File: src/rtl/gray_to_bcd_serial_if.sv
// Stream bundle for the serial Gray decoder: serial Gray bit input, decoded word output, status.
// The master modport is the link/consumer side; the slave modport is the decoder.
interface gray_to_bcd_serial_if #(
  parameter int WIDTH = 4,
  parameter int CNT_W = 8
);
  logic             g_in;
  logic             g_start;
  logic             g_valid;
  logic             g_ready;
  logic [WIDTH-1:0] bin_out;
  logic             bin_valid;
  logic             bin_ready;
  logic             bcd_err;
  logic [CNT_W-1:0] err_count;
  logic             busy;

  modport master (
    output g_in, g_start, g_valid, bin_ready,
    input  g_ready, bin_out, bin_valid, bcd_err, err_count, busy
  );

  modport slave (
    input  g_in, g_start, g_valid, bin_ready,
    output g_ready, bin_out, bin_valid, bcd_err, err_count, busy
  );
endinterface

File: src/rtl/gray_to_bcd_serial.sv
// Serial MSB-first Gray-to-binary decoder with a registered valid/ready result,
// a BCD range flag and a saturating count of out-of-range words.
module gray_to_bcd_serial #(
  parameter int WIDTH = 4,
  parameter int CNT_W = 8
) (
  input logic              clk,
  input logic              rst,
  gray_to_bcd_serial_if.slave bus
);

  localparam int CW = $clog2(WIDTH + 1);

  typedef enum logic [1:0] {IDLE, SHIFT, HOLD} state_t;

  state_t           state;
  state_t           state_next;
  logic [WIDTH-2:0] shift_reg;
  logic             prev_bit;
  logic [CW-1:0]    bit_cnt;
  logic [WIDTH-1:0] bin_reg;
  logic             bcd_reg;
  logic [CNT_W-1:0] err_reg;

  logic             bit_xfer;
  logic             out_xfer;
  logic             dec_bit;
  logic             last_bit;
  logic             word_err;
  logic [WIDTH-1:0] word_next;

  // A start bit is its own decoded MSB; later bits XOR against the previous decoded bit.
  always_comb begin
    bit_xfer  = bus.g_valid && bus.g_ready;
    out_xfer  = bus.bin_valid && bus.bin_ready;
    dec_bit   = (state == IDLE || bus.g_start) ? bus.g_in : (prev_bit ^ bus.g_in);
    word_next = {shift_reg, dec_bit};
    last_bit  = (state == SHIFT) && bit_xfer && !bus.g_start && (bit_cnt == CW'(WIDTH - 1));
    word_err  = 32'(word_next) > 32'd9;
  end

  always_ff @(posedge clk or posedge rst) begin
    if (rst) state <= IDLE;
    else     state <= state_next;
  end

  always_comb begin
    state_next = state;
    case (state)
      IDLE:    if (bit_xfer && bus.g_start) state_next = SHIFT;
      SHIFT:   if (last_bit) state_next = HOLD;
      HOLD:    if (bus.bin_ready) state_next = IDLE;
      default: state_next = IDLE;
    endcase
  end

  always_comb begin
    bus.g_ready   = (state != HOLD);
    bus.busy      = (state == SHIFT);
    bus.bin_valid = (state == HOLD);
    bus.bin_out   = bin_reg;
    bus.bcd_err   = bcd_reg;
    bus.err_count = err_reg;
  end

  // Result and flag are captured only on HOLD entry so they stay stable under backpressure.
  always_ff @(posedge clk or posedge rst) begin
    if (rst) begin
      shift_reg <= '0;
      prev_bit  <= 1'b0;
      bit_cnt   <= '0;
      bin_reg   <= '0;
      bcd_reg   <= 1'b0;
      err_reg   <= '0;
    end else begin
      if (bit_xfer && (bus.g_start || state == SHIFT)) begin
        prev_bit <= dec_bit;
        if (bus.g_start) begin
          shift_reg <= (WIDTH - 1)'(dec_bit);
          bit_cnt   <= CW'(1);
        end else begin
          shift_reg <= word_next[WIDTH-2:0];
          bit_cnt   <= bit_cnt + 1'b1;
        end
      end
      if (last_bit) begin
        bin_reg <= word_next;
        bcd_reg <= word_err;
        if (word_err && err_reg != '1) err_reg <= err_reg + 1'b1;
      end
      if (out_xfer) begin
        bcd_reg <= 1'b0;
        bit_cnt <= '0;
      end
    end
  end

endmodule

File: src/flat_wrapper.sv
// flat-port wrapper written by rule: the top's interface ports become plain ports
module gray_to_bcd_serial_flat 
#(
  parameter int WIDTH = 4,
  parameter int CNT_W = 8
)
  (clk, rst, bus_g_in, bus_g_start, bus_g_valid, bus_bin_ready, bus_g_ready, bus_bin_out, bus_bin_valid, bus_bcd_err, bus_err_count, bus_busy);
  gray_to_bcd_serial_if #(.WIDTH(WIDTH), .CNT_W(CNT_W)) bus_i ();
  input logic clk;
  input logic rst;
  input wire logic [$bits(bus_i.g_in)-1:0] bus_g_in;
  input wire logic [$bits(bus_i.g_start)-1:0] bus_g_start;
  input wire logic [$bits(bus_i.g_valid)-1:0] bus_g_valid;
  input wire logic [$bits(bus_i.bin_ready)-1:0] bus_bin_ready;
  output wire logic [$bits(bus_i.g_ready)-1:0] bus_g_ready;
  output wire logic [$bits(bus_i.bin_out)-1:0] bus_bin_out;
  output wire logic [$bits(bus_i.bin_valid)-1:0] bus_bin_valid;
  output wire logic [$bits(bus_i.bcd_err)-1:0] bus_bcd_err;
  output wire logic [$bits(bus_i.err_count)-1:0] bus_err_count;
  output wire logic [$bits(bus_i.busy)-1:0] bus_busy;
  assign bus_i.g_in = bus_g_in;
  assign bus_i.g_start = bus_g_start;
  assign bus_i.g_valid = bus_g_valid;
  assign bus_i.bin_ready = bus_bin_ready;
  assign bus_g_ready = bus_i.g_ready;
  assign bus_bin_out = bus_i.bin_out;
  assign bus_bin_valid = bus_i.bin_valid;
  assign bus_bcd_err = bus_i.bcd_err;
  assign bus_err_count = bus_i.err_count;
  assign bus_busy = bus_i.busy;
  gray_to_bcd_serial #(.WIDTH(WIDTH), .CNT_W(CNT_W)) u_core (.clk(clk), .rst(rst), .bus(bus_i));
endmodule
File: config.mk
export PLATFORM = sky130hd
export DESIGN_NAME = gray_to_bcd_serial_flat
export DESIGN_NICKNAME = d
export VERILOG_FILES = /design/src/rtl/gray_to_bcd_serial_if.sv /design/src/rtl/gray_to_bcd_serial.sv /design/src/flat_wrapper.sv
export SDC_FILE = /design/constraint.sdc
export NUM_CORES = 1
export LEC_CHECK = 0
export ABC_AREA = 1
export BUFFER_PORTS_ARGS = -buffer_cell sky130_fd_sc_hd__buf_2
export CAP_MARGIN = 20
export CORE_MARGIN = 5
export CORE_UTILIZATION = 56
export DETAILED_ROUTE_END_ITERATION = 10
export HOLD_SLACK_MARGIN = 0.15
export PLACE_DENSITY_LB_ADDON = 0.25
export SLEW_MARGIN = 0
export SYNTH_ARGS = -nofsm -noshare
export SYNTH_HDL_FRONTEND = slang
export SYNTH_SLANG_ARGS = --single-unit
File: constraint.sdc
create_clock -name clk -period 2.3 [get_ports clk]
set_input_delay 0.23 -clock clk [delete_from_list [all_inputs] [get_ports clk]]
set_output_delay 0.23 -clock clk [all_outputs]
set_load 0.03 [all_outputs]
==> run_results.csv, run 1 <==
group,metric,value,unit
status,outcome,"finished clean",
setup_path,startpoint_type,"register",
routing,drtIter0Drc,22,
global_route,grt_pass1_wl,4.02,mm
layout,largest_reg_flops,8,
synth,ys_ff_latch,21,
synth,synth_edf_count,0,
global_route,grt_overflow,0,
routing,vias,964,
layout,antenna_cells,0,
layout,nets,178,
clocking,path_clk_slew,110,ps
global_route,antenna_found_initial,0,
setup_path,end_kind,"register",
timing,fin_skew,1.25,ps
setup_path,cp_common_cell,"nand2_1",
floorplanning,die_x,55.0,microns
worst_hold_path,hold_depth,3,
setup_path,worst-path-buf-inv,1,
clocking,postCtsSetupBuffers,0,
synth,yosysTopAreaCell,"dfrtp_1",
power_and_ir_drop,power_frac_comb,0.382,
setup_path,crit_family,"simple AND/OR/NAND/NOR gates",
synth,async_reset_ff_frac,1.00,
job,maxCapViolCount,0,
worst_hold_path,min_to,"u_core.state[0]$_DFFE_PP0P_",
setup_path,ff2ff_path_depth,8,
setup_path,critPathLaunch,"u_core.bus.err_count[0]$_DFFE_PP0P_",
layout,final_common_cell,"nand2_1",
routing,post_drt_wl_per_cell,11.6,microns
layout,synthToLayoutAreaGrowth,15.7,%
setup_path,critical_path_arrival,1730,ps
power_and_ir_drop,power.density,828,mW/mm^2
floorplanning,dieHeight,55.0,microns
power_and_ir_drop,swShare,0.403,
setup_path,r2r_setup_slack,810,ps
timing,relSlewSlack,0.493,
floorplanning,num_rows,16,
power_and_ir_drop,p_leak,0.000735,uW
setup_path,critPathSlowestCell,"dfrtp_1",
global_route,track_usage,0.182,
synth,syn_nets,151,
layout,num-fill-cells,174,
clocking,clk_latency,290,ps
timing,timing.final.crit_share,0.646,
layout,multi_input_area,528,sq um
setup_path,critPathMaxStageDelay,440,ps
synth,synth.cell_area,0.00113,sq mm
place,io_buffer_count,21,
power_and_ir_drop,clkPwrFrac,0.158,
clocking,htreeDepth,1,
power_and_ir_drop,p_sw,437,uW
layout,register_area,526,sq um
timing,period_needed,1490,ps
worst_hold_path,min_path_type,"primary input to register",
synth,ys_warn_count,0,
synth,yosysUniqueCellTypes,21,
clocking,clockBufferDepth,2,
synth,postSynthAreaPerCell,8.09,sq um
routing,drt-total-wl,2.25,mm
timing,slew_viol_final,0,
floorplanning,core_area,0.00194,sq mm
clocking,cts.sinks,21,
setup_path,r2r_start,"u_core.bus.err_count[0]$_DFFE_PP0P_",
synth,synth_cells,140,
power_and_ir_drop,power_frac_seq,0.460,
timing,setup_violations,0,
synth,synth.top_cell.area_share,0.464,
setup_path,crit_chain,"ha_1, nand3_1, inv_1, nand2_1, nand2_1, nor2_4, nand2_1, nand2_1",
power_and_ir_drop,p_int,648,uW
setup_path,required,2540,ps
timing,worstMarginPinSlew,760,ps
clocking,cts_buffers,3,
routing,drtPass1Iterations,4,
synth,ys.flop_type,"dfrtp_1",
routing,viasPerCell,4.99,
timing,fin_setup_tns,0,ps
global_route,grt_pass1_vias,955,
power_and_ir_drop,vdd_drop_max,0.580,mV
place,pre_cts_slack,826,ps
place,globalplace.congestion,0.764,
floorplanning,io_pins,22,
layout,drive_gt1_frac,0.205,
timing,finalHoldViolCount,0,
timing,max_clock_freq,673,MHz
clocking,clock-root-buffer,"clkbuf_4",
global_route,grt_max_degree,22,
worst_hold_path,hp-start,"bus_g_start",
synth,synth_sequential_area_ratio,0.464,
layout,layout_common_cells,"48 x nand2_1, 21 x buf_2, 21 x dfrtp_1, 18 x inv_1",
place,hpwl,1.70,mm
setup_path,reg2reg_to,"u_core.bus.err_count[0]$_DFFE_PP0P_",
clocking,cts_tree,"built",
synth,synth.area.top_cells,"dfrtp_1 46%, nand2_1 16%, inv_1 6.0%, ha_1 5.5%, nand3_1 4.0%",
floorplanning,die_area,0.00302,sq mm
setup_path,path_max_fanout,8,
routing,drc_errors,0,
timing,grt_setup_unrepaired,"false",
floorplanning,initial_core_util,0.583,
timing,fin_ws,814,ps
routing,drtAntennaViolNets,0,
setup_path,crit_type,"register to register",
-- Yosys cell counts (2+ instances only) --
library cell and count:
o21ai_0 9, nand3_1 9, o21ai_2 4, nand2_1 48
xnor2_1 2, inv_1 18, o22ai_1 2, nor2_1 9
nor2_4 2, dfrtp_1 21, nand3b_1 2, ha_1 5
-- per-stage QoR --
stage          instance area [sq um]  utilization  total power, uW  cells  hold slack [ps]
3_5_place_dp                    1260        0.651              921    187              417
4_1_cts                         1310        0.675             1100    193              258
3_3_place_gp                    1260        0.651              901    187              406
2_1_floorplan                   1130            -              816    140              207
5_1_grt                         1310        0.675             1170    193              276
6_report                        1310        0.675             1080    193              268
-- area by class of cell --
class                   instances  area share
clock buffers                   4      0.0201
inverters                      19      0.0544
multi-input cells              99       0.403
flip-flops and latches         21       0.401
well taps                      27      0.0258
repair buffers                 23      0.0955
-- logic make-up (layout without fill, tap and decap cells) --
group                    Yosys count  in the layout  synth area share
AO/OA/AOI/OAI                     17             17            0.0906
adder cells (fa/ha/maj)            5              5            0.0552
XOR/XNOR                           3              3            0.0232
flip-flops                        21             21             0.464
AND/OR/NAND/NOR                   74             74             0.297
buffers and inverters             20             46            0.0696
-- worst max-delay path by stage --
stage / endpoint / depth (start not counted)
final: u_core.bus.err_count[0]$_DFFE_PP0P_ / 8
after global routing: u_core.bus.err_count[4]$_DFFE_PP0P_ / 8
after CTS: u_core.bus.err_count[0]$_DFFE_PP0P_ / 8
after detailed placement: u_core.bus.err_count[0]$_DFFE_PP0P_ / 8
after global placement: u_core.bus.err_count[6]$_DFFE_PP0P_ / 7
after floorplan: u_core.bus.err_count[0]$_DFFE_PP0P_ / 8
-- power by group through the flow --
stage	Clock, uW	Combinational (uW)	Sequential, uW
floorplan	0	255	561
global placement	0	398	503
detailed placement	0	414	507
CTS	178	419	499
global route	191	468	511
finish	171	414	500
-- timing repair --
item | in CTS | in global routing
gates resized for setup | 0 | 0
endpoints found under the hold margin | 22 | 0
hold buffers | 2 | 0
-- worst register-to-register path: stages (launching register included) --
cell     delay, ps
dfrtp_1        440
ha_1           240
nand3_1        170
inv_1           80
nand2_1         70
nand2_1         90
nor2_4         200
nand2_1         90
nand2_1         70
-- metal layers --
metal	up-vias	routed length [microns]	track usage
met5	-	0	0
met1	442	1020	0.237
li1	495	-	-
met3	4	80	0.0322
met2	23	1110	0.311
met4	0	33	0.0486
(Power assumes the default switching activity.)
==> run 2: changes to the inputs <==
- CORE_UTILIZATION: 56 -> 48
- clock period: 2.3 -> 1.34 ns (I/O delays scaled with it)
==> run 2 against run 1 <==
Net effect: the flow now finishes with violations (negative setup slack); register-to-register slack worse by 840 ps; design area is 19% higher; worst setup slack worse by 840 ps; critical path depth is 1 higher; count of clock-buffer cells in the layout stayed put; maximum frequency is 9.0% higher; largest power group is now combinational cells.
==> run_results.csv, run 2 (synthesis gave the netlist of run 1 again) <==
group,metric,value,unit
timing,max_clock_freq,734,MHz
layout,synthToLayoutAreaGrowth,37.5,%
layout,register_area,529,sq um
floorplanning,die_area,0.00343,sq mm
clocking,path_clk_slew,120,ps
place,pre_cts_slack,-38.9,ps
layout,nets,197,
routing,drt-total-wl,2.68,mm
global_route,antenna_found_initial,0,
floorplanning,dieHeight,58.6,microns
clocking,cts_buffers,3,
global_route,grt_overflow,0,
clocking,htreeDepth,1,
layout,utilization,0.697,
timing,timing.final.crit_share,1.02,
worst_hold_path,min_path_type,"primary input to register",
clocking,cts.sinks,21,
status,violations,"negative setup slack",
worst_hold_path,min_to,"u_core.state[0]$_DFFE_PP0P_",
layout,stdcell_area,0.00156,sq mm
job,maxCapViolCount,0,
layout,largest_reg_flops,8,
routing,vias,1093,
place,globalplace.congestion,0.764,
floorplanning,num_rows,17,
worst_hold_path,hp-start,"bus_g_valid",
clocking,clock-root-buffer,"clkbuf_4",
place,hpwl,1.83,mm
setup_path,r2r_setup_slack,-20,ps
floorplanning,io_pins,22,
timing,finalHoldViolCount,0,
timing,fin_skew,4.44,ps
timing,hold_ws,231,ps
timing,period_needed,1360,ps
layout,multi_input_area,609,sq um
timing,slew_viol_final,0,
floorplanning,die_x,58.6,microns
setup_path,critical_path_arrival,1620,ps
timing,relSlewSlack,0.819,
power_and_ir_drop,power.density,1440,mW/mm^2
timing,fin_setup_tns,-94.6,ps
layout,final_common_cell,"nand2_1",
floorplanning,initial_core_util,0.507,
routing,drtAntennaViolNets,0,
global_route,grt_pass1_vias,1052,
clocking,cts_tree,"built",
clocking,clockBufferDepth,2,
layout,drive_gt1_frac,0.373,
setup_path,r2r_start,"u_core.shift_reg[0]$_DFFE_PP0P_",
timing,grt_setup_unrepaired,"true",
global_route,track_usage,0.169,
global_route,grt_pass1_wl,4.53,mm
place,place_area,0.00135,sq mm
setup_path,required,1600,ps
routing,drtIter0Drc,35,
timing,worstMarginPinSlew,272,ps
setup_path,startpoint_type,"register",
layout,num-fill-cells,185,
worst_hold_path,hold_depth,3,
power_and_ir_drop,p_leak,0.000841,uW
setup_path,reg2reg_to,"u_core.bus.err_count[0]$_DFFE_PP0P_",
routing,drtPass1Iterations,4,
routing,viasPerCell,5.13,
routing,drc_errors,0,
setup_path,critPathMaxStageDelay,380,ps
routing,post_drt_wl_per_cell,12.6,microns
status,outcome,"complete, but fails checks",
timing,fin_ws,-23.3,ps
clocking,clk_latency,310,ps
timing,setup_violations,8,
place,io_buffer_count,21,
setup_path,cp_common_cell,"nand2_1",
power_and_ir_drop,vdd_drop_max,1.05,mV
layout,layout_common_cells,"47 x nand2_1, 19 x buf_4, 18 x buf_2, 18 x dfrtp_1, 14 x inv_1",
floorplanning,core_area,0.00223,sq mm
layout,antenna_cells,0,
setup_path,crit_type,"register to register",
setup_path,path_max_fanout,8,
setup_path,end_kind,"register",
setup_path,critPathSlowestCell,"dfrtp_1",
setup_path,ff2ff_path_depth,9,
setup_path,crit_chain,"inv_2, ha_4, nor2_4, nor2_1, nor2_1, nand2_1, nor2_4, nand2_1, nand2_1",
global_route,grt_max_degree,22,
==> run 2: report_power, final <==
part / leakage, uW / total, uW / switching [uW] / internal (uW)
sequential: 0.000276 / 880 / 107 / 774
clock: 0.0000150 / 318 / 202 / 116
combinational: 0.000550 / 1040 / 593 / 450
==> run 2: final cells by class <==
class	instances	area share
Clock buffer	4	0.0169
Inverter	19	0.0458
Multi-Input combinational cell	99	0.391
Sequential cell	21	0.340
Tap cell	28	0.0225
Timing Repair Buffer	42	0.183
==> run 2: how the worst max path moves through the flow <==
| stage | startpoint | to | slack [ps] |
|---|---|---|---|
| after global placement | u_core.bit_cnt[0]$_DFFE_PP0P_ | u_core.bus.err_count[1]$_DFFE_PP0P_ | 10 |
| after CTS | u_core.shift_reg[0]$_DFFE_PP0P_ | u_core.bus.err_count[0]$_DFFE_PP0P_ | -10 |
| after detailed placement | u_core.bit_cnt[0]$_DFFE_PP0P_ | u_core.bus.err_count[5]$_DFFE_PP0P_ | -40 |
| after floorplan | u_core.bus.err_count[0]$_DFFE_PP0P_ | u_core.bus.err_count[0]$_DFFE_PP0P_ | 5 |
| final | u_core.shift_reg[0]$_DFFE_PP0P_ | u_core.bus.err_count[0]$_DFFE_PP0P_ | -20 |
| after global routing | u_core.shift_reg[0]$_DFFE_PP0P_ | u_core.bus.err_count[1]$_DFFE_PP0P_ | -130 |
==> run 2: timing repair <==
| action | CTS | global route |
|---|---|---|
| setup buffers | 4 | 4 |
| hold buffers | 3 | 0 |
| pin swaps | 20 | 9 |
| endpoints found under the hold margin | 23 | 0 |
| endpoints found under the setup margin | 15 | 17 |
| gates resized for setup | 17 | 13 |
==> run 2: per-stage QoR <==
| stage | total power [uW] | instances |
|---|---|---|
| 2_1_floorplan | 1400 | 140 |
| 3_3_place_gp | 1610 | 198 |
| 3_5_place_dp | 1660 | 198 |
| 4_1_cts | 2110 | 209 |
| 5_1_grt | 2390 | 213 |
| 6_report | 2240 | 213 |
==> run 2: routing by layer <==
layer	vias up	wire length [microns]	global-route usage
li1	535	-	-
met3	4	100	0.0329
met1	527	1080	0.208
met4	0	39	0.0291
met2	27	1460	0.308
met5	-	0	0
==> run 2: worst max-delay path, delay by kind of cell, from the launching register on <==
family                     cells  cell delay [ps]
and+or+nand+nor                7              680
DFF                            1              380
adders and majority gates      1              170
buffers and inverters          1               80
